### src/rtl/ili9341_pkg.sv
// Shared types and constants for the ILI9341 SPI link arbiter.
package ili9341_pkg;

  typedef enum logic [1:0] {
    IDLE  = 2'd0,
    SHIFT = 2'd1,
    HOLD  = 2'd2,
    GAP   = 2'd3
  } arb_state_t;

  localparam int SPI_BYTE_W = 8;

  // Requester indices: the initialiser is port 0, the pixel raster port 1.
  localparam logic REQ_INIT   = 1'b0;
  localparam logic REQ_RASTER = 1'b1;

  // Choose a requester among the valid ones. A lone requester always wins;
  // on a tie, fixed priority favours REQ_INIT and round-robin favours
  // whichever port did not own the previous transaction.
  function automatic logic pick_grant(input logic v0, input logic v1,
                                      input logic rr, input logic last_owner);
    logic g;
    if (v0 && v1) begin
      g = rr ? ~last_owner : REQ_INIT;
    end else if (v1) begin
      g = REQ_RASTER;
    end else begin
      g = REQ_INIT;
    end
    return g;
  endfunction

endpackage

### src/rtl/ili9341_spi_arbiter_if.sv
// Per-requester byte-stream handshake. The requester drives the master side,
// the arbiter the slave side; ack is a one-cycle capture pulse.
interface ili9341_spi_arbiter_if;
  import ili9341_pkg::*;

  logic                  valid;
  logic [SPI_BYTE_W-1:0] data;
  logic                  dc;
  logic                  last;
  logic                  ack;

  modport master (output valid, output data, output dc, output last, input ack);
  modport slave  (input valid, input data, input dc, input last, output ack);

endinterface

### src/rtl/ili9341_spi_byte_shifter.sv
// SPI mode 0 byte serialiser: sclk idles low, din moves after each falling
// edge, MSB first. One byte is 16 half-periods of CLK_DIV clk cycles each.
module ili9341_spi_byte_shifter
  import ili9341_pkg::*;
#(
  parameter int CLK_DIV = 1
) (
  input  logic                  clk,
  input  logic                  reset,
  input  logic                  load,
  input  logic [SPI_BYTE_W-1:0] data,
  output logic                  done,
  output logic                  sclk,
  output logic                  din
);

  localparam int DIV_W = $clog2(CLK_DIV + 1);

  logic             active_r;
  logic [DIV_W-1:0] div_cnt_r;
  logic [3:0]       phase_r;
  // Bits still to be sent; bit 7 goes straight to din on load.
  logic [6:0]       shift_r;
  logic             expire_s;

  // Half-period expiry and end-of-byte strobe (expiry of half-period 15).
  always_comb begin
    expire_s = 1'b0;
    done     = 1'b0;
    if (active_r && (div_cnt_r == DIV_W'(CLK_DIV - 1))) begin
      expire_s = 1'b1;
      done     = (phase_r == 4'd15);
    end else begin
      expire_s = 1'b0;
      done     = 1'b0;
    end
  end

  // Divider, half-period counter, sclk toggle and MSB-first data shift.
  always_ff @(posedge clk or posedge reset) begin
    if (reset) begin
      active_r  <= 1'b0;
      div_cnt_r <= '0;
      phase_r   <= 4'd0;
      shift_r   <= 7'd0;
      sclk      <= 1'b0;
      din       <= 1'b0;
    end else if (load) begin
      active_r  <= 1'b1;
      div_cnt_r <= '0;
      phase_r   <= 4'd0;
      shift_r   <= data[6:0];
      sclk      <= 1'b0;
      din       <= data[7];
    end else if (expire_s) begin
      div_cnt_r <= '0;
      phase_r   <= phase_r + 4'd1;
      sclk      <= ~sclk;
      if (sclk) begin
        // Falling edge: present the next lower bit.
        din     <= shift_r[6];
        shift_r <= {shift_r[5:0], 1'b0};
      end
      if (phase_r == 4'd15) begin
        active_r <= 1'b0;
      end
    end else if (active_r) begin
      div_cnt_r <= div_cnt_r + DIV_W'(1);
    end
  end

endmodule

### src/rtl/ili9341_spi_arbiter.sv
// Shares one ILI9341 SPI link between the initialiser (req0) and the pixel
// raster (req1). Bytes are taken one at a time with a req/ack handshake; a
// transaction stays locked to its owner until a byte marked last is sent.
module ili9341_spi_arbiter
  import ili9341_pkg::*;
#(
  parameter int CLK_DIV  = 1,
  parameter int CS_GAP   = 2,
  parameter int ARB_MODE = 0
) (
  input  logic                        clk,
  input  logic                        reset,
  ili9341_spi_arbiter_if.slave        req0,
  ili9341_spi_arbiter_if.slave        req1,
  output logic                        tft_cs,
  output logic                        tft_dc,
  output logic                        tft_clk,
  output logic                        tft_din,
  output logic [1:0]                  owner,
  output logic                        busy
);

  localparam int GAP_W = $clog2(CS_GAP + 1);

  arb_state_t            state_r;
  logic                  last_owner_r;
  logic                  last_r;
  logic [GAP_W-1:0]      gap_cnt_r;
  logic                  ack0_r;
  logic                  ack1_r;

  logic                  grant_s;
  logic                  load_s;
  logic [SPI_BYTE_W-1:0] cap_data_s;
  logic                  cap_dc_s;
  logic                  cap_last_s;
  logic                  shift_done_s;

  assign req0.ack = ack0_r;
  assign req1.ack = ack1_r;

  // Decide who may hand over a byte this cycle: arbitration in IDLE, the
  // locked owner only in HOLD, nobody while shifting or in the gap.
  always_comb begin
    grant_s    = REQ_INIT;
    load_s     = 1'b0;
    cap_data_s = req0.data;
    cap_dc_s   = req0.dc;
    cap_last_s = req0.last;
    case (state_r)
      IDLE: begin
        grant_s = pick_grant(req0.valid, req1.valid, (ARB_MODE == 1), last_owner_r);
        load_s  = req0.valid | req1.valid;
      end
      HOLD: begin
        grant_s = owner[1];
        load_s  = owner[1] ? req1.valid : req0.valid;
      end
      default: begin
        grant_s = REQ_INIT;
        load_s  = 1'b0;
      end
    endcase
    if (grant_s == REQ_RASTER) begin
      cap_data_s = req1.data;
      cap_dc_s   = req1.dc;
      cap_last_s = req1.last;
    end else begin
      cap_data_s = req0.data;
      cap_dc_s   = req0.dc;
      cap_last_s = req0.last;
    end
  end

  // Transaction FSM with registered cs/dc, acks, owner and busy.
  always_ff @(posedge clk or posedge reset) begin
    if (reset) begin
      state_r      <= IDLE;
      tft_cs       <= 1'b1;
      tft_dc       <= 1'b0;
      owner        <= 2'b00;
      busy         <= 1'b0;
      ack0_r       <= 1'b0;
      ack1_r       <= 1'b0;
      last_owner_r <= REQ_RASTER;
      last_r       <= 1'b0;
      gap_cnt_r    <= '0;
    end else begin
      ack0_r <= 1'b0;
      ack1_r <= 1'b0;
      case (state_r)
        IDLE, HOLD: begin
          if (load_s) begin
            state_r <= SHIFT;
            tft_cs  <= 1'b0;
            tft_dc  <= cap_dc_s;
            last_r  <= cap_last_s;
            busy    <= 1'b1;
            ack0_r  <= (grant_s == REQ_INIT);
            ack1_r  <= (grant_s == REQ_RASTER);
            if (state_r == IDLE) begin
              owner        <= (grant_s == REQ_RASTER) ? 2'b10 : 2'b01;
              last_owner_r <= grant_s;
            end
          end
        end
        SHIFT: begin
          if (shift_done_s) begin
            if (last_r) begin
              state_r   <= GAP;
              tft_cs    <= 1'b1;
              owner     <= 2'b00;
              gap_cnt_r <= '0;
            end else begin
              state_r <= HOLD;
            end
          end
        end
        GAP: begin
          if (gap_cnt_r == GAP_W'(CS_GAP - 1)) begin
            state_r <= IDLE;
            busy    <= 1'b0;
          end else begin
            gap_cnt_r <= gap_cnt_r + GAP_W'(1);
          end
        end
        default: begin
          state_r <= IDLE;
        end
      endcase
    end
  end

  ili9341_spi_byte_shifter #(
    .CLK_DIV (CLK_DIV)
  ) u_shifter (
    .clk   (clk),
    .reset (reset),
    .load  (load_s),
    .data  (cap_data_s),
    .done  (shift_done_s),
    .sclk  (tft_clk),
    .din   (tft_din)
  );

endmodule
### src/flat_wrapper.sv
// flat-port wrapper written by rule: the top's interface ports become plain ports
module ili9341_spi_arbiter_flat import ili9341_pkg::*;
#(
  parameter int CLK_DIV  = 1,
  parameter int CS_GAP   = 2,
  parameter int ARB_MODE = 0
)
  (clk, reset, tft_cs, tft_dc, tft_clk, tft_din, owner, busy, req0_valid, req0_data, req0_dc, req0_last, req0_ack, req1_valid, req1_data, req1_dc, req1_last, req1_ack);
  ili9341_spi_arbiter_if req0_i ();
  ili9341_spi_arbiter_if req1_i ();
  input  logic clk;
  input  logic reset;
  output logic tft_cs;
  output logic tft_dc;
  output logic tft_clk;
  output logic tft_din;
  output logic [1:0] owner;
  output logic busy;
  input wire logic [$bits(req0_i.valid)-1:0] req0_valid;
  input wire logic [$bits(req0_i.data)-1:0] req0_data;
  input wire logic [$bits(req0_i.dc)-1:0] req0_dc;
  input wire logic [$bits(req0_i.last)-1:0] req0_last;
  output wire logic [$bits(req0_i.ack)-1:0] req0_ack;
  input wire logic [$bits(req1_i.valid)-1:0] req1_valid;
  input wire logic [$bits(req1_i.data)-1:0] req1_data;
  input wire logic [$bits(req1_i.dc)-1:0] req1_dc;
  input wire logic [$bits(req1_i.last)-1:0] req1_last;
  output wire logic [$bits(req1_i.ack)-1:0] req1_ack;
  assign req0_i.valid = req0_valid;
  assign req0_i.data = req0_data;
  assign req0_i.dc = req0_dc;
  assign req0_i.last = req0_last;
  assign req0_ack = req0_i.ack;
  assign req1_i.valid = req1_valid;
  assign req1_i.data = req1_data;
  assign req1_i.dc = req1_dc;
  assign req1_i.last = req1_last;
  assign req1_ack = req1_i.ack;
  ili9341_spi_arbiter #(.CLK_DIV(CLK_DIV), .CS_GAP(CS_GAP), .ARB_MODE(ARB_MODE)) u_core (.clk(clk), .reset(reset), .req0(req0_i), .req1(req1_i), .tft_cs(tft_cs), .tft_dc(tft_dc), .tft_clk(tft_clk), .tft_din(tft_din), .owner(owner), .busy(busy));
endmodule
### config.mk
export PLATFORM = sky130hd
export DESIGN_NAME = ili9341_spi_arbiter_flat
export DESIGN_NICKNAME = d
export VERILOG_FILES = /design/src/rtl/ili9341_pkg.sv /design/src/rtl/ili9341_spi_arbiter_if.sv /design/src/rtl/ili9341_spi_byte_shifter.sv /design/src/rtl/ili9341_spi_arbiter.sv /design/src/flat_wrapper.sv
export SDC_FILE = /design/constraint.sdc
export NUM_CORES = 1
export LEC_CHECK = 0
export ABC_CLOCK_PERIOD_IN_PS = 2790
export CAP_MARGIN = 5
export CORE_MARGIN = 3
export CORE_UTILIZATION = 40
export CTS_CLUSTER_SIZE = 12
export DETAILED_ROUTE_END_ITERATION = 10
export PLACE_DENSITY_LB_ADDON = 0.2
export SYNTH_ARGS = -nofsm -noshare
export SYNTH_HDL_FRONTEND = slang
export SYNTH_SLANG_ARGS = --single-unit
### constraint.sdc
create_clock -name clk -period 2.79 [get_ports clk]
set_input_delay 0.558 -clock clk [delete_from_list [all_inputs] [get_ports clk]]
set_output_delay 0.558 -clock clk [all_outputs]
set_load 0.01 [all_outputs]
==> results of run 1 <==
worst max-delay path by stage:
stage	cells after the start	slack, ns	end	start
after floorplan	5	1.25	u_core.u_shifter.din	req0_valid
after detailed placement	5	0.37	u_core.u_shifter.din	req0_valid
after global routing	5	0.62	u_core.u_shifter.shift_r[4]	req0_valid
final	5	0.73	u_core.u_shifter.din	req0_valid
after CTS	5	0.73	u_core.u_shifter.din	req0_valid
after global placement	5	0.48	u_core.u_shifter.din	req0_valid
layout by cell type, fill, tap and decap left out, types with 2 or more instances in the layout:
cell type | netlist | final
a21oi_1 | 5 | 5
o21ai_0 | 13 | 13
dfrtp_1 | 26 | 26
o21ai_1 | 4 | 4
nor2_1 | 7 | 7
nand3_1 | 3 | 3
clkbuf_4 | 0 | 3
buf_4 | 4 | 2
ha_1 | 2 | 2
a22o_1 | 2 | 2
nand2b_1 | 6 | 6
inv_1 | 4 | 4
clkdlybuf4s50_1 | 0 | 32
mux2i_1 | 5 | 5
xnor2_1 | 2 | 2
a22oi_1 | 5 | 5
nand2_1 | 15 | 15
nor3b_1 | 2 | 2
nand4_1 | 3 | 3
a2bb2oi_1 | 5 | 5
nor3_1 | 2 | 2
xor2_1 | 2 | 2
a32oi_1 | 2 | 2
kinds of logic (layout without fill, tap and decap cells):
group	after synthesis	count (layout)	share of synthesized area (%)
flip-flops	27	27	48.52
adder cells (fa/ha/maj)	2	2	1.793
XOR/XNOR	4	4	2.512
multiplexers	6	6	4.395
buffers and inverters	13	43	4.932
AND/OR/NAND/NOR	42	42	14.80
AO/OA/AOI/OAI	44	44	23.05
power breakdown:
part           switching, µW  total (µW)  internal [µW]
clock                    115         168           53.8
combinational            391         794            402
sequential               164         724            559
area by class of cell:
class / count / area, µm²
Clock buffer: 3 / 22.52
Inverter: 5 / 18.77
Timing Repair Buffer: 34 / 335.3
Multi-Input combinational cell: 98 / 649.4
Clock inverter: 1 / 5.005
Fill cell: 305 / 1415
Tap cell: 44 / 55.05
Sequential cell: 27 / 676.9
Yosys cell counts, drive strengths merged, types with 2 or more instances:
cell type  instances  area [µm²]
a21oi              6       33.78
xnor2              2       17.52
o21ai             17       85.08
nor3b              2       15.01
nor2               7       26.28
nand4              3       18.77
nand3              3       15.01
a2bb2oi            5       43.79
nor3               2       10.01
mux2i              5       50.05
xor2               2       17.52
dfrtp             26       650.6
nand2b             6       37.54
a22o               2       17.52
a22oi              5       37.54
a32oi              2       17.52
ha                 2       25.02
buf                8       50.05
inv                5       18.76
nand2             15       56.30
state kept, by name (all words and copies together) (netlist names):
signal and count:
u_core.gap_cnt_r 2, u_core.tft_dc 1, u_core.u_shifter.active_r 1, u_core.req0.ack 1, u_core.tft_cs 1, u_core.last_r 1
u_core.u_shifter.div_cnt_r 1, u_core.u_shifter.phase_r 4, u_core.u_shifter.din 1, u_core.busy 1, u_core.state_r 2, u_core.req1.ack 1
u_core.u_shifter.shift_r 7, u_core.u_shifter.sclk 1, u_core.owner 2
routing by layer:
metal,vias to the layer above,GRT usage (%)
li1,556,-
met1,529,19.06
met2,27,27.97
met3,4,3.813
met4,0,4.404
met5,-,0
per-stage QoR:
stage | instance area (µm²) | power (µW) | hold WS [ns] | setup slack (ns) | util, %
2_1_floorplan | 1395 | 1280 | 0.4373 | 1.248 | -
3_3_place_gp | 1735 | 1493 | 0.4615 | 0.4811 | 54.61
3_5_place_dp | 1735 | 1535 | 0.4802 | 0.3737 | 54.61
4_1_cts | 1763 | 1706 | 0.5011 | 0.7285 | 55.47
5_1_grt | 1763 | 1836 | 0.5232 | 0.6205 | 55.47
6_report | 1763 | 1686 | 0.5003 | 0.7296 | 55.47
worst max-delay path: cells and delay by family:
| family | cells | cell delay (ns) |
|---|---|---|
| AO/OA/AOI/OAI | 3 | 0.90 |
| buffers and inverters | 1 | 0.57 |
| AND/OR/NAND/NOR | 1 | 0.24 |
==> flow_summary_export.csv, run 1 <==
group,metric,value,unit
cts,cts_buffers,3,
sta,relSlewSlack,66.62,%
cts,cts_buffer_depth,2,
route,drt-met1-wl,1361,µm
global_route,grt_antenna_before_repair,0,
worst_setup_path,rrSetupSlack,0.96,ns
route,drtAntennaViolNets,0,
cts,ctsHtreeMaxLevel,1,
die,fp.dieW,65.06,µm
sta,worst_pin_slew,0.5008,ns
outcome,status,"finished clean",
sta,grt_setup_unrepaired,"false",
power,power_leakage,0.0007356,µW
sta,clock.fmax,485.3,MHz
sta,fin_setup_tns,0,ns
power,powerDensity,956.2,nW/µm²
sta,skew,0.01049,ns
power,vdd_ir_drop_max,0.0004498,V
finish,area_growth,26.37,%
place,gp_congestion,0.8028,
worst_setup_path,r2r_end,"u_core.u_shifter.din",
worst_setup_path,cp-start-kind,"primary input",
worst_setup_path,crit_path_max_fanout,19,
sta,fin_crit,2.060,ns
worst_setup_path,reg2regPathDepth,4,
logic_synthesis,yosysSeqAreaShare,48.52,%
route,highest_layer,"met4",
global_route,grt_pass1_vias,1141,
cts,clock_sinks,27,
worst_setup_path,crit_required,3.01,ns
min_path,min-delay-start,"u_core.u_shifter.active_r",
min_path,whs_endpoint,"u_core.u_shifter.div_cnt_r",
worst_setup_path,r2r_start,"u_core.state_r[1]",
sta,finalSetupViolations,0,
global_route,grt_use_total,15.82,%
route,wl_met2,1525,µm
min_path,hold_class,"flop to flop",
sta,period_share,73.85,%
place,placed_cells,208,
min_path,holdPathStages,1,
global_route,grt_overflow,0,
sta,finalMaxSlewViolations,0,
route,first_pass_iters,4,
worst_setup_path,cp_cell_sequence,"clkdlybuf4s50_1 -> a21boi_2 -> o221ai_4 -> nand2_1 -> a2bb2oi_1",
global_route,grt_max_degree,28,
route,dr_wl_met3,138,µm
place,hpwl,2343,µm
cts,post_cts_buffers,0,
logic_synthesis,synth_fp_nets,164,
route,via_per_inst,5.264,
worst_setup_path,max_stage_delay,0.57,ns
worst_setup_path,worstSetupEndpointType,"flop",
finish,nets,195,
route,drt-total-wl,3069,µm
sta,final-hold-violation-count,0,
route,route.detailed.drc,0,
route,drt_iter0_drc,75,
cts,cts-root-buf,"clkbuf_4",
die,dieHeight,65.06,µm
worst_setup_path,critPathSlowestCell,"clkdlybuf4s50_1",
die,num_rows,20,
finish,antenna_cells,0,
logic_synthesis,ys_types,37,
logic_synthesis,avgSynthCellArea,10.11,µm²
logic_synthesis,synth_ff_type,"dfrtp_1",
route,wire_per_inst,14.48,µm
finish,stdcell_count,212,
logic_synthesis,synthesis.area,1395,µm²
cts,cts_resized,0,
cts,clk_pin_slew,0.15,ns
logic_synthesis,synth_cells,138,
logic_synthesis,synth_enable_flop_cells,0,
place,io_buffer_count,32,
global_route,grt_first_pass_wirelength,5237,µm
worst_setup_path,cp.arrival,2.28,ns
die,core_area,3178,µm²
logic_synthesis,synth-seq-cells,27,
worst_setup_path,worst-setup-path-type,"primary input to flop",
job,drv_cap,0,
die,start_util,43.90,%
die,pin_count,33,
cts,insertion_delay,0.33,ns
logic_synthesis,async_reset_ff_share,100.0,%
die,die_area,4232,µm²
finish,final_layout_size_suffix_gt1_share,8.333,%
cts,cts_tree,"built",
cts,cts_hold_buffers,0,
route,via_count,1116,
logic_synthesis,ys_warn_count,0,
No activity file was read; power rests on OpenSTA's default activity.
==> inputs of run 2 (changes only) <==
- ABC_CLOCK_PERIOD_IN_PS: 2790 -> 2100
- clock period: 2.79 -> 2.1 ns (I/O delays scaled with it)
==> run 2 against run 1 <==
Net effect: count of clock-buffer cells in the layout unchanged; non-clock buffer count grew 2; global-route usage decreased by 0.71 points; core utilization is 0.47 points higher; via count increased by 1.5%; worst setup slack worse by 0.47 ns; critical endpoint is now tft_cs; highest routed layer unchanged.
==> flow_summary_export.csv, run 2 (synthesized netlist as in run 1, its figures left out) <==
group,metric,value,unit
route,via_per_inst,5.294,
route,route.detailed.drc,0,
sta,clock.fmax,543.9,MHz
worst_setup_path,cp.arrival,1.42,ns
die,start_util,43.90,%
cts,cts_hold_buffers,0,
worst_setup_path,cp_cell_sequence,"clkdlybuf4s50_1",
worst_setup_path,reg2regPathDepth,5,
finish,top_regs,"u_core.u_shifter.shift_r (7), u_core.u_shifter.phase_r (4)",
cts,cts_buffer_depth,2,
sta,finalSetupViolations,0,
finish,largest_register_ffs,7,
worst_setup_path,crit_required,1.68,ns
sta,period_share,87.56,%
finish,largest_register,"u_core.u_shifter.shift_r",
route,drt-total-wl,2946,µm
power,totalPowerFinal,2244,µW
die,pin_count,33,
worst_setup_path,worstSetupEndpointType,"output port",
worst_setup_path,crit_family,"flip-flops",
die,fp.dieW,65.06,µm
place,hpwl,2253,µm
sta,skew,0.01127,ns
finish,antenna_cells,0,
worst_setup_path,cp-start-kind,"flop",
sta,relSlewSlack,74.18,%
cts,cts-root-buf,"clkbuf_4",
place,io_buffer_count,32,
die,num_rows,20,
cts,cts_tree,"built",
route,via_count,1133,
sta,grt_setup_unrepaired,"false",
global_route,grt_antenna_before_repair,0,
outcome,status,"finished clean",
die,dieHeight,65.06,µm
die,die_area,4232,µm²
worst_setup_path,rrSetupSlack,0.42,ns
worst_setup_path,critPathBufInv,1,
route,drtAntennaViolNets,0,
cts,insertion_delay,0.33,ns
worst_setup_path,r2r_start,"u_core.state_r[1]",
worst_setup_path,critPathSlowestCell,"dfstp_2",
global_route,grt_max_degree,28,
worst_setup_path,r2r_end,"u_core.u_shifter.shift_r[6]",
worst_setup_path,crit_path_max_fanout,2,
power,vdd_ir_drop_max,0.0005011,V
finish,final_cell_mix,"clkdlybuf4s50_1 (32), dfrtp_1 (26), nand2_1 (15)",
global_route,grt_overflow,0,
place,placed_cells,210,
sta,worst_pin_slew,0.3873,ns
die,core_area,3178,µm²
finish,stdcell_count,214,
finish,fillers,308,
worst_setup_path,max_stage_delay,0.56,ns
cts,clk_pin_slew,0.15,ns
cts,cts_resized,0,
min_path,hold_class,"primary input to async pin",
finish,final_layout_size_suffix_gt1_share,9.412,%
cts,ctsHtreeMaxLevel,1,
power,power_leakage,0.0007448,µW
finish,nets,197,
cts,clock_sinks,27,
global_route,grt_pass1_vias,1169,
cts,cts_buffers,3,
place,dpl_worst_slack,0.1132,ns
sta,fin_setup_tns,0,ns
job,drv_cap,0,
finish,final_common_cell,"clkdlybuf4s50_1",
global_route,grt_use_total,15.11,%
route,first_pass_iters,4,
sta,finalMaxSlewViolations,0,
worst_setup_path,worst-setup-path-type,"flop to output port",
cts,post_cts_buffers,0,
power,powerDensity,1262,nW/µm²
route,drt_iter0_drc,77,
global_route,grt_first_pass_wirelength,5078,µm
sta,setup_slack,0.2613,ns
finish,area_growth,27.44,%
place,gp_congestion,0.7732,
sta,final-hold-violation-count,0,
sta,fin_crit,1.839,ns
route,wire_per_inst,13.77,µm
-- run 2: per-layer routing --
metal	wire, µm	GRT usage [%]	vias to the layer above
met3	154	3.986	4
met2	1448	26.56	30
li1	-	-	562
met5	0	0	-
met4	23	3.109	0
met1	1320	18.56	537
-- run 2: worst max-delay path by stage --
stage | endpoint | startpoint | depth (start not counted)
2_1_floorplan | u_core.u_shifter.din | req0_valid | 5
3_3_place_gp | u_core.u_shifter.shift_r[6] | req0_valid | 6
4_1_cts | tft_cs | u_core.tft_cs | 1
5_1_grt | owner[1] | u_core.owner[1] | 1
6_report | tft_cs | u_core.tft_cs | 1
3_5_place_dp | u_core.u_shifter.shift_r[6] | req0_valid | 6
-- run 2: stage by stage --
stage | utilization (%) | area (µm²) | hold WS (ns)
floorplan | - | 1395 | 0.4373
global placement | 55.08 | 1750 | 0.4592
detailed placement | 55.08 | 1750 | 0.4668
CTS | 55.94 | 1778 | 0.4207
global route | 55.94 | 1778 | 0.4414
finish | 55.94 | 1778 | 0.4206
-- run 2: layout make-up --
class | instances | area, µm² | area share, %
Sequential cell | 27 | 676.9 | 38.07
Tap cell | 44 | 55.05 | 3.096
Multi-Input combinational cell | 98 | 649.4 | 36.52
Clock buffer | 3 | 22.52 | 1.267
Inverter | 5 | 18.77 | 1.056
Timing Repair Buffer | 36 | 350.3 | 19.70
Clock inverter | 1 | 5.005 | 0.2815
-- run 2: where the power goes --
group	leakage (µW)	switching, µW	total, µW	internal (µW)
clock network	0.0000177	155	227	71.5
registers	0.000324	211	954	743
logic	0.000403	520	1060	544
==> inputs of run 3 (changes only) <==
- CORE_UTILIZATION: 40 -> 49
==> run 3 against run 2 <==
Net effect: core utilization increased by 12 points; hold slack improved by 0.017 ns; clock power about the same; flip-flop and latch count unchanged; sequential share of layout area increased by 0.24 points; count of clock-buffer cells in the layout increased by 1; final cell count decreased by 6.1%; fmax decreased by 0.27%; clock skew decreased by 0.0083 ns; register-to-register slack about the same; critical path type unchanged; largest power group unchanged; highest routed layer unchanged.
==> flow_summary_export.csv, run 3 (synthesized netlist as in run 1, its figures left out) <==
group,metric,value,unit
finish,area_growth,26.64,%
die,start_util,53.86,%
worst_setup_path,crit_end,"owner[1]",
worst_setup_path,worstSetupEndpointType,"output port",
cts,cts-root-buf,"clkbuf_4",
worst_setup_path,rrSetupSlack,0.42,ns
worst_setup_path,reg2regPathDepth,4,
worst_setup_path,r2r_start,"u_core.state_r[1]",
sta,finalMaxSlewViolations,0,
place,gp_congestion,0.7603,
finish,largest_register,"u_core.u_shifter.shift_r",
power,power_leakage,0.0007465,µW
cts,ctsHtreeMaxLevel,1,
global_route,grt_overflow,0,
place,hpwl,2185,µm
finish,largest_register_ffs,7,
outcome,status,"finished clean",
min_path,hold_class,"primary input to async pin",
finish,final_common_cell,"clkdlybuf4s50_1",
route,via_count,1174,
sta,relSlewSlack,71.63,%
worst_setup_path,max_stage_delay,0.59,ns
worst_setup_path,startpoint,"u_core.owner[1]",
global_route,grt_pass1_vias,1165,
finish,top_regs,"u_core.u_shifter.shift_r (7), u_core.u_shifter.phase_r (4)",
sta,fin_setup_tns,0,ns
die,core_area,2590,µm²
sta,fin_crit,1.844,ns
cts,clock_sinks,27,
route,drt_iter0_drc,61,
cts,cts_hold_buffers,0,
sta,grt_setup_unrepaired,"false",
finish,antenna_cells,0,
worst_setup_path,r2r_end,"u_core.u_shifter.din",
global_route,grt_use_total,18.60,%
sta,clock.fmax,542.4,MHz
cts,cts_tree,"built",
die,die_area,3524,µm²
place,io_buffer_count,32,
sta,setup_slack,0.2564,ns
power,totalPowerFinal,2258,µW
sta,holdWs,0.4375,ns
sta,skew,0.003008,ns
global_route,grt_first_pass_wirelength,5009,µm
place,dpl_worst_slack,0.1641,ns
route,drtAntennaViolNets,0,
finish,final_cell_mix,"clkdlybuf4s50_1 (32), dfrtp_1 (26), nand2_1 (15)",
route,drt-total-wl,3050,µm
die,dieHeight,59.36,µm
route,via_per_inst,5.841,
worst_setup_path,cp.arrival,1.42,ns
die,fp.dieW,59.36,µm
finish,nets,198,
power,powerDensity,1278,nW/µm²
cts,clk_pin_slew,0.14,ns
sta,finalSetupViolations,0,
cts,cts_resized,0,
die,num_rows,18,
worst_setup_path,critPathSlowestCell,"clkdlybuf4s50_1",
sta,worst_pin_slew,0.4256,ns
power,vdd_ir_drop_max,0.0007889,V
worst_setup_path,cp.depth,1,
job,drv_cap,0,
cts,insertion_delay,0.32,ns
worst_setup_path,crit_path_max_fanout,7,
worst_setup_path,cp-start-kind,"flop",
sta,period_share,87.79,%
cts,post_cts_buffers,0,
route,wire_per_inst,15.17,µm
worst_setup_path,cp_cell_sequence,"clkdlybuf4s50_1",
route,first_pass_iters,4,
worst_setup_path,crit_required,1.68,ns
cts,cts_buffers,3,
worst_setup_path,worst-setup-path-type,"flop to output port",
global_route,grt_max_degree,28,
worst_setup_path,crit_family,"buffers and inverters",
route,route.detailed.drc,0,
cts,cts_buffer_depth,2,
die,pin_count,33,
worst_setup_path,critPathBufInv,1,
sta,final-hold-violation-count,0,
global_route,grt_antenna_before_repair,0,
finish,final_layout_size_suffix_gt1_share,9.357,%
==> run 3: cell types whose count changed in the layout (fill, tap and decap cells not counted), sizes merged <==
cell | before | now
clkinv | 1 | 0
clkbuf | 3 | 4
buf | 4 | 5
==> run 3: how the worst min path moves through the flow <==
stage	to	slack, ns	depth (start not counted)
2_1_floorplan	u_core.u_shifter.div_cnt_r	0.44	1
3_5_place_dp	u_core.u_shifter.div_cnt_r	0.47	1
3_3_place_gp	u_core.u_shifter.div_cnt_r	0.46	1
5_1_grt	u_core.u_shifter.phase_r[2]	0.46	3
6_report	u_core.u_shifter.shift_r[6]	0.44	3
4_1_cts	u_core.u_shifter.phase_r[3]	0.43	3
==> run 3: final cells by class <==
type	instances	area [µm²]
Fill cell	211	823.3
Timing Repair Buffer	37	357.8
Sequential cell	27	676.9
Tap cell	30	37.54
Inverter	5	18.77
Clock buffer	4	26.28
Multi-Input combinational cell	98	649.4
==> run 3: metrics by stage <==
stage | cell area (µm²) | cells | utilization, %
finish | 1767 | 201 | 68.21
global route | 1767 | 201 | 68.21
CTS | 1767 | 201 | 68.21
detailed placement | 1740 | 197 | 67.20
global placement | 1740 | 197 | 67.20
floorplan | 1395 | 138 | -
==> run 3: report_power, final <==
| part | internal, µW | switching (µW) | total [µW] |
|---|---|---|---|
| logic | 552 | 517 | 1070 |
| clock network | 74.4 | 150 | 225 |
| registers | 743 | 221 | 964 |
==> run 3: worst min-delay path, stage by stage <==
cell             delay [ns]
clkdlybuf4s50_1        0.39
inv_1                  0.05
buf_4                  0.32
==> run 3: per-layer routing <==
| layer | wire [µm] | GRT usage [%] | up-vias |
|---|---|---|---|
| li1 | - | - | 568 |
| met5 | 0 | 0 | - |
| met2 | 1394 | 29.17 | 51 |
| met4 | 37 | 6.472 | 0 |
| met3 | 223 | 2.614 | 4 |
| met1 | 1395 | 26.21 | 551 |
